$ cat src/rtl/mandel_point_scheduler.sv
// Mandelbrot frame scheduler: raster-scans pixels onto a bank of point generators
// and serialises their finished iteration counts onto a single framebuffer write port.
module mandel_point_scheduler #(
    parameter int NUM_PG = 4,
    parameter int HBI    = 32
) (
    input  logic                  CLK,
    input  logic                  RST_N,
    input  logic                  frame_start,
    input  logic [11:0]           width,
    input  logic [11:0]           height,
    output logic                  busy,
    output logic                  frame_done,
    output logic [NUM_PG-1:0]     pg_start,
    output logic [12*NUM_PG-1:0]  pg_x,
    output logic [12*NUM_PG-1:0]  pg_y,
    input  logic [NUM_PG-1:0]     pg_ready,
    input  logic [HBI*NUM_PG-1:0] pg_iteration,
    output logic                  wr_valid,
    input  logic                  wr_ready,
    output logic [11:0]           wr_x,
    output logic [11:0]           wr_y,
    output logic [HBI-1:0]        wr_data
);
    // state | meaning
    // IDLE  | waiting for an accepted frame_start
    // RUN   | dispatching pixels and writing back results
    // DRAIN | every pixel dispatched, waiting for the remaining results
    // DONE  | one-cycle frame_done pulse
    typedef enum logic [1:0] {IDLE, RUN, DRAIN, DONE} state_t;

    localparam int IW = (NUM_PG > 1) ? $clog2(NUM_PG) : 1;

    state_t            state, state_nxt;
    logic [11:0]       width_q, height_q, sx, sy;
    logic [NUM_PG-1:0] inflight, seen_low, pending;
    logic [IW-1:0]     disp_idx, pend_idx, wr_sel;
    logic              disp_any, pend_any, disp_fire, last_pixel, zero_size, wr_fire, wb_en;

    // Lowest-index free generator and lowest-index pending result.
    always_comb begin
        disp_any = 1'b0;
        disp_idx = '0;
        pend_any = 1'b0;
        pend_idx = '0;
        for (int i = NUM_PG - 1; i >= 0; i--) begin
            if (!inflight[i] && !pending[i]) begin
                disp_any = 1'b1;
                disp_idx = IW'(i);
            end
            if (pending[i]) begin
                pend_any = 1'b1;
                pend_idx = IW'(i);
            end
        end
    end

    assign zero_size  = (width_q == 12'd0) || (height_q == 12'd0);
    assign last_pixel = (sx == width_q - 12'd1) && (sy == height_q - 12'd1);
    assign disp_fire  = (state == RUN) && !zero_size && disp_any;
    assign wr_fire    = wr_valid && wr_ready;
    assign wb_en      = (state == RUN) || (state == DRAIN);

    always_ff @(posedge CLK or negedge RST_N) begin
        if (!RST_N) state <= IDLE;
        else        state <= state_nxt;
    end

    always_comb begin
        state_nxt  = state;
        busy       = (state != IDLE);
        frame_done = (state == DONE);
        case (state)
            IDLE:    if (frame_start) state_nxt = RUN;
            RUN: begin
                if (zero_size)                    state_nxt = DONE;
                else if (disp_fire && last_pixel) state_nxt = DRAIN;
            end
            DRAIN:   if (inflight == '0 && pending == '0 && !wr_valid) state_nxt = DONE;
            DONE:    state_nxt = IDLE;
            default: state_nxt = IDLE;
        endcase
    end

    always_ff @(posedge CLK or negedge RST_N) begin
        if (!RST_N) begin
            width_q  <= '0;
            height_q <= '0;
            sx       <= '0;
            sy       <= '0;
            pg_start <= '0;
            pg_x     <= '0;
            pg_y     <= '0;
            inflight <= '0;
            seen_low <= '0;
            pending  <= '0;
            wr_valid <= 1'b0;
            wr_sel   <= '0;
            wr_x     <= '0;
            wr_y     <= '0;
            wr_data  <= '0;
        end else begin
            pg_start <= '0;
            if (state == IDLE && frame_start) begin
                width_q  <= width;
                height_q <= height;
                sx       <= '0;
                sy       <= '0;
            end
            if (disp_fire) begin
                pg_start[disp_idx]            <= 1'b1;
                pg_x[12*int'(disp_idx) +: 12] <= sx;
                pg_y[12*int'(disp_idx) +: 12] <= sy;
                if (sx == width_q - 12'd1) begin
                    sx <= '0;
                    sy <= sy + 12'd1;
                end else begin
                    sx <= sx + 12'd1;
                end
            end
            // Completion needs ready to have dropped first; a stale idle level never counts.
            for (int i = 0; i < NUM_PG; i++) begin
                if (disp_fire && disp_idx == IW'(i)) begin
                    inflight[i] <= 1'b1;
                end else if (inflight[i] && seen_low[i] && pg_ready[i]) begin
                    pending[i]  <= 1'b1;
                    inflight[i] <= 1'b0;
                    seen_low[i] <= 1'b0;
                end else if (inflight[i] && !pg_ready[i]) begin
                    seen_low[i] <= 1'b1;
                end
                if (wr_fire && wr_sel == IW'(i)) pending[i] <= 1'b0;
            end
            if (wr_valid) begin
                if (wr_ready) wr_valid <= 1'b0;
            end else if (wb_en && pend_any) begin
                wr_valid <= 1'b1;
                wr_sel   <= pend_idx;
                wr_x     <= pg_x[12*int'(pend_idx) +: 12];
                wr_y     <= pg_y[12*int'(pend_idx) +: 12];
                wr_data  <= pg_iteration[HBI*int'(pend_idx) +: HBI];
            end
        end
    end
endmodule

$ cat config.mk
export PLATFORM = sky130hd
export DESIGN_NAME = mandel_point_scheduler
export DESIGN_NICKNAME = d
export VERILOG_FILES = /design/src/rtl/mandel_point_scheduler.sv
export SDC_FILE = /design/constraint.sdc
export NUM_CORES = 1
export LEC_CHECK = 0
export BUFFER_PORTS_ARGS = -buffer_cell sky130_fd_sc_hd__buf_2
export CELL_PAD_IN_SITES_DETAIL_PLACEMENT = 1
export CELL_PAD_IN_SITES_GLOBAL_PLACEMENT = 2
export CORE_UTILIZATION = 31
export CTS_BUF_LIST = sky130_fd_sc_hd__clkbuf_4
export CTS_CLUSTER_SIZE = 30
export DETAILED_ROUTE_END_ITERATION = 8
export PLACE_DENSITY = 0.75
export SLEW_MARGIN = 10
export SYNTH_ARGS = -nofsm -noshare
export SYNTH_HDL_FRONTEND = slang
export SYNTH_SLANG_ARGS = --single-unit
$ cat constraint.sdc
create_clock -name CLK -period 4.07 [get_ports CLK]
set_input_delay 0.814 -clock CLK [delete_from_list [all_inputs] [get_ports CLK]]
set_output_delay 0.814 -clock CLK [all_outputs]
set_load 0.005 [all_outputs]
======== Word level (Yosys, flattened, before mapping) ========
Cells that the tools add are included.
storage, ports and cells
  bits in read-only memories .............. 0
  bits in latches ......................... 0
  logic and storage cells ................. 207
  bits in writable memories ............... 0
  bits in registers ....................... 221
  memories kept ........................... 0
operators by class
  reduce and logical (&&, ||, !) cells .... 81
  shift-type cells ........................ 6
  bitwise logic cells ..................... 5
  add/subtract/negate cells ............... 5
  equality and inequality tests ........... 18
  mux-type cells .......................... 63
  $lt $le $gt $ge ......................... 2
  div/mod/pow operators ................... 0
  multipliers ............................. 2
operator list
  kind                      number
  $shiftx 128x8->32         1
  $bwmux 48                 2
  $shiftx 12x33->48         2
  $mux 12                   6
  $shift 12x33->48 const A  1
  $shiftx 48x32->12         1
  $shiftx 48x7->12          1
  $mux 1                    40
  $logic_and 1x1->1         34
  $neg 6->33                1
  $reduce_bool 2->1         14
  $add 12x1->12 const B     2
  $eq 12x12->1              2
  $logic_not 12->1          2
  $mux 2                    12
  $sub 12x1->12 const B     2
  $reduce_and 2->1          9
  $logic_not 1->1           14
  $eq 2x2->1 const B        6
  $ne 2x1->1 const B        5
  $logic_not 4->1           2
  $mul 2x2->4 const A       2
  $pmux 2 s4                1
  $eq 2x1->1 const B        3
  10 further kinds          17

======== Longest topological paths before layout ========
  depth in word-level cells ............... 11
  depth in mapped cells ................... 16
  depth with buffers taken out ............ 10

======== Least setup slack after synthesis ========
OpenSTA, ideal clock, no wires.
  path kind ............................... reg2reg
  from .................................... reg pending[2]
  to ...................................... reg pg_x[39]
  data arrival time ....................... 3.705 ns
  period minus slack after synthesis ...... 3.781 ns
  data required time ...................... 3.994 ns
  setup time .............................. 0.076 ns
  stages on the path, launching flop included .. 17
  setup slack ............................. 0.289 ns
  path through ............................ dfrtp_1 > nor2_1 > o32ai_1 > o21ai_1 > clkbuf_1 > buf_1 > clkbuf_1 > ha_1 > clkbuf_1 > nand2b_1 > clkbuf_1 > nor3_1 > clkbuf_1 > a22oi_1 > nor2_1 > a21oi_1 > o21ai_1
on the way
  word-level cells in the longest chain between the ends .. 9
RTL lines
  what                                                   RTL line  RTL
  start: declaration                                     36        logic [NUM_PG-1:0] inflight, seen_low, pending;
  start signal: assignment                               96        pending <= '0;
  start signal: indexed assignment                       126       pending[i] <= 1'b1;
  start signal: indexed assignment                       132       if (wr_fire && wr_sel == IW'(i)) pending[i] <= 1'b0;
  $logic_not 1->1 *                                      47        if (!inflight[i] && !pending[i]) begin
  $logic_and 1x1->1 *                                    47
  $mux 2 (3 in series)                                   47
  $mul 2x2->4                                            112       pg_x[12*int'(disp_idx) +: 12] <= sx;
  $neg 6->33                                             112
  $shiftx 12x33->48 or $shift 12x33->48 (tied branches)  112
  $bwmux 48                                              112
  end signal: assignment                                 92        pg_x <= '0;
  end signal: indexed assignment                         112
  end: declaration                                       15        output logic [12*NUM_PG-1:0] pg_x,
Mark *: on every way between the ends. The rest lies on a longest branch, timed or not.
A chain may end at the register's enable or synchronous reset.

======== Worst setup path in the final report ========
  from .................................... reg inflight[2]
  to ...................................... reg pg_y[26]
on the way
  word-level cells in the longest chain between the ends .. 9
RTL lines
  what                                                   RTL line  RTL
  start: declaration                                     36
  start signal: assignment                               94        inflight <= '0;
  start signal: indexed assignment                       124       inflight[i] <= 1'b1;
  start signal: indexed assignment                       127       inflight[i] <= 1'b0;
  $logic_not 1->1 *                                      47
  $logic_and 1x1->1 *                                    47
  $mux 2 (3 in series)                                   47
  $mul 2x2->4                                            113       pg_y[12*int'(disp_idx) +: 12] <= sy;
  $neg 6->33                                             113
  $shiftx 12x33->48 or $shift 12x33->48 (tied branches)  113
  $bwmux 48                                              113
  end signal: indexed assignment                         113
  end: declaration                                       16        output logic [12*NUM_PG-1:0] pg_y,
Marked as above.

==> out/results.txt <==
Result of the run - completed
Endpoint required time on the critical path - 4.68 ns
Wire length of the first global-routing pass - 68.0 mm
Flip-flop cell with the highest count after synthesis - sky130_fd_sc_hd__dfrtp_1
Total wirelength of the detailed-routed design - 45.3 mm
Max-capacitance violation count - 0
Slew at the pin closest to its max-slew limit - 1.06 ns
Met3 Use GR - 4.73%
Instance count after placement with tap cells included - 1,868
Share of synthesized area occupied by flip-flops and latches - 46.1%
Net count after synthesis - 1,281
Synth Area per Inst - 10.9 um2
CP Cell Sequence - o22ai_1, nor2b_2, buf_4, ha_1, nand2_1, inv_1, nand3b_1, o21ai_0
Largest net degree at the start of global routing - 77
Maximum level of the CTS H-tree - 3
Half-perimeter wire length after placement - 34.2 mm
FMAX - 308 MHz
Biggest cell delay along the critical path - 0.54 ns
Minimum clock period after layout - 3.25 ns
Yosys top cell by area - sky130_fd_sc_hd__dfrtp_1
Leading cell types by count after synthesis - sky130_fd_sc_hd__dfrtp_1 (221), sky130_fd_sc_hd__nand2_1 (142), sky130_fd_sc_hd__mux2_2 (88)
Final layout net count - 1,603
Final-report hold violation count - 0
Number of setup buffers added after CTS - 0
Post-CTS Hold Fix Bufs - 1
CP Max Fanout - 47
Largest voltage drop on the vdd net - 0.397 mV
# port buffers - 318
Cell area after layout - 0.0150 mm2
Average vias per placed instance - 5.26
Final total power - 10.7 mW
Quantity of gates resized following cts - 0
Clk root buf - sky130_fd_sc_hd__clkbuf_4
Cells after synthesis - 1,105
Chip width - 199 um
Count of warnings emitted by yosys - 0
CP Data Arrival Time - 3.85 ns
Area taken by flip-flops and latches - 0.00553 mm2
Clock tree from TritonCTS - yes
Total congestion overflow after global routing - 0
Clk sinks - 221
Chip height - 199 um
Distinct cell type count of the synthesized netlist - 67
Placeable core area - 0.0378 mm2
GRT Overall Usage - 23.2%
Pleak - 7.01 nW
Routed WL per cell - 22.8 um
Cell with the most instances after synthesis - sky130_fd_sc_hd__dfrtp_1
Buffer depth of the longest clock path - 3
Count of buffer and inverter cells on the critical path - 2
Crit Path Category - reg2reg
CTS Buf Count - 67
Layout filler cell count - 4,357
IO Pins - 319
Area growth from synthesis to layout - 25.2%
Count of vias placed by the detailed router - 10,500
Clock-pin slew reported for the worst setup and hold paths after clock tree synthesis - 0.07 ns
Crit path max-delay cell type - sky130_fd_sc_hd__nand3b_1
Setup tns final - 0 ns
Final slew viol count - 0
Async set-reset flop share out of synthesis - 100%
Clock latency of the later-clocked register in the worst-skew pair - 0.75 ns
Critical Path End Type - flip-flop
DRC violations left - 0
Proportion of layout cells with a drive suffix above 1 - 42.4%
Gp weighted congestion - 0.829
Most crowded layer after global routing - met2
Worst flop-to-flop path startpoint - inflight[2]
Worst rel slew slack - 28.9%
Delay-heaviest family, CP - simple AND/OR/NAND/NOR gates
Worst clock skew - 0.0654 ns
Antenna Violating Nets Remaining - 0
Areal power density over the cells - 709 mW/mm2
Synth Register Bits - 221
Share of the synthesized area in the top cell type - 46.1%
Initial cell density of the core - 31.7%
Antenna violations before repair - 4
Global-route met1 utilization - 27.5%
Critical hold path startpoint - pg_ready[3]
Placed instance area - 0.0141 mm2
Crit path launch - inflight[2]
Final cycle utilization of the critical path - 79.8%
Count of routing violations after the opening detailed-route iteration - 648
Standard-cell rows - 71
Count of endpoints failing setup in the final report - 0
Setup repair after global routing missed its margin - false
Number of non-filler instances in the completed layout - 1,990
Area of the mapped netlist - 0.0120 mm2
Ranking of synthesized cells by area - sky130_fd_sc_hd__dfrtp_1 (46%), sky130_fd_sc_hd__mux4_2 (11%), sky130_fd_sc_hd__mux2_2 (8.3%)
Number of global-route vias before repair - 11,000
GR Util met2 - 40.4%
EDFF count, synth - 0
DRT Pass-1 Iters - 5
Critical Path Start Type - flip-flop
Area enclosed by the die boundary - 0.0395 mm2
Worst hold path class - in2reg
Area of the multi-input gates - 0.00606 mm2
-- metal layers --
layer	vias to the layer above	wire length [um]
met3	74	2800
met2	381	22900
li1	4747	-
met5	-	0
met1	5267	18300
met4	0	1440
-- through the flow --
stage / util, % / worst slack [ns] / hold slack [ns]
detailed placement: 37.4 / 0.899 / 0.490
finish: 39.7 / 0.824 / 0.314
CTS: 39.7 / 0.802 / 0.243
global route: 39.7 / 0.540 / 0.284
floorplan: - / 0.289 / 0.483
global placement: 37.4 / 1.02 / 0.480
-- cell usage in the layout (no fill, tap or decap), drive strengths merged, types with 5 or more instances in the layout --
cell,Yosys,final
a31o,6,6
or2,14,14
nor3,15,15
a21oi,60,60
a31oi,17,17
nor4,7,7
nand2,143,143
mux2,88,88
o31ai,20,20
a22oi,11,11
buf,30,343
nor4b,5,5
and3,12,12
nand2b,7,7
nor2,41,41
o21ai,72,72
mux2i,14,14
a32oi,8,8
or4,5,5
xnor2,17,17
clkinv,0,12
clkbuf,61,101
nor3b,5,5
nor2b,5,5
ha,16,16
dfrtp,221,221
inv,25,28
or3,9,9
nand3,25,25
a41oi,5,5
mux4,56,56
xor2,14,14
a22o,24,24
-- sequential cells by signal, summed over array words and instances (netlist names) --
register  flops
wr_x         12
sy           12
sx           12
width_q      12
wr_sel        2
pg_x         48
height_q     12
wr_y         12
pg_start      4
wr_data      32
seen_low      4
state         2
pending       4
inflight      4
pg_y         48
wr_valid      1
-- final cells by class --
| cell class | instances | share of cell area, % |
|---|---|---|
| Multi-Input combinational cell | 768 | 40.3 |
| Sequential cell | 221 | 36.8 |
| Timing Repair Buffer | 344 | 12.2 |
| Clock buffer | 101 | 5.05 |
| Tap cell | 511 | 4.25 |
| Clock inverter | 18 | 0.716 |
| Inverter | 25 | 0.624 |
| Antenna cell | 2 | 0.0333 |
-- kinds of logic after synthesis --
family / after synthesis / share of synthesized area (%)
AOI/OAI and AO/OA: 250 / 13.3
xor gates and xnor gates: 31 / 2.26
adders and majority gates: 16 / 1.67
buffers and inverters: 116 / 3.81
DFF: 221 / 46.1
muxes: 158 / 19.9
and+or+nand+nor: 313 / 12.9
-- worst paths after layout --
kind                                     to  slack (ns)  depth (start not counted)
worst min-delay path            seen_low[3]        0.31                          2
worst min register to register      wr_x[1]        0.50                          1
min in group asynchronous          pg_x[13]        0.64                          2
worst max register to register     pg_y[26]        0.82                          8
worst max-delay path               pg_y[26]        0.82                          8
max in group asynchronous       wr_data[24]        2.38                          3
-- power by group --
| group | internal, mW | switching, mW |
|---|---|---|
| sequential | 2.80 | 0.770 |
| clock | 1.20 | 1.04 |
| combinational | 2.21 | 2.63 |
No activity file was read; power rests on OpenSTA's default activity.
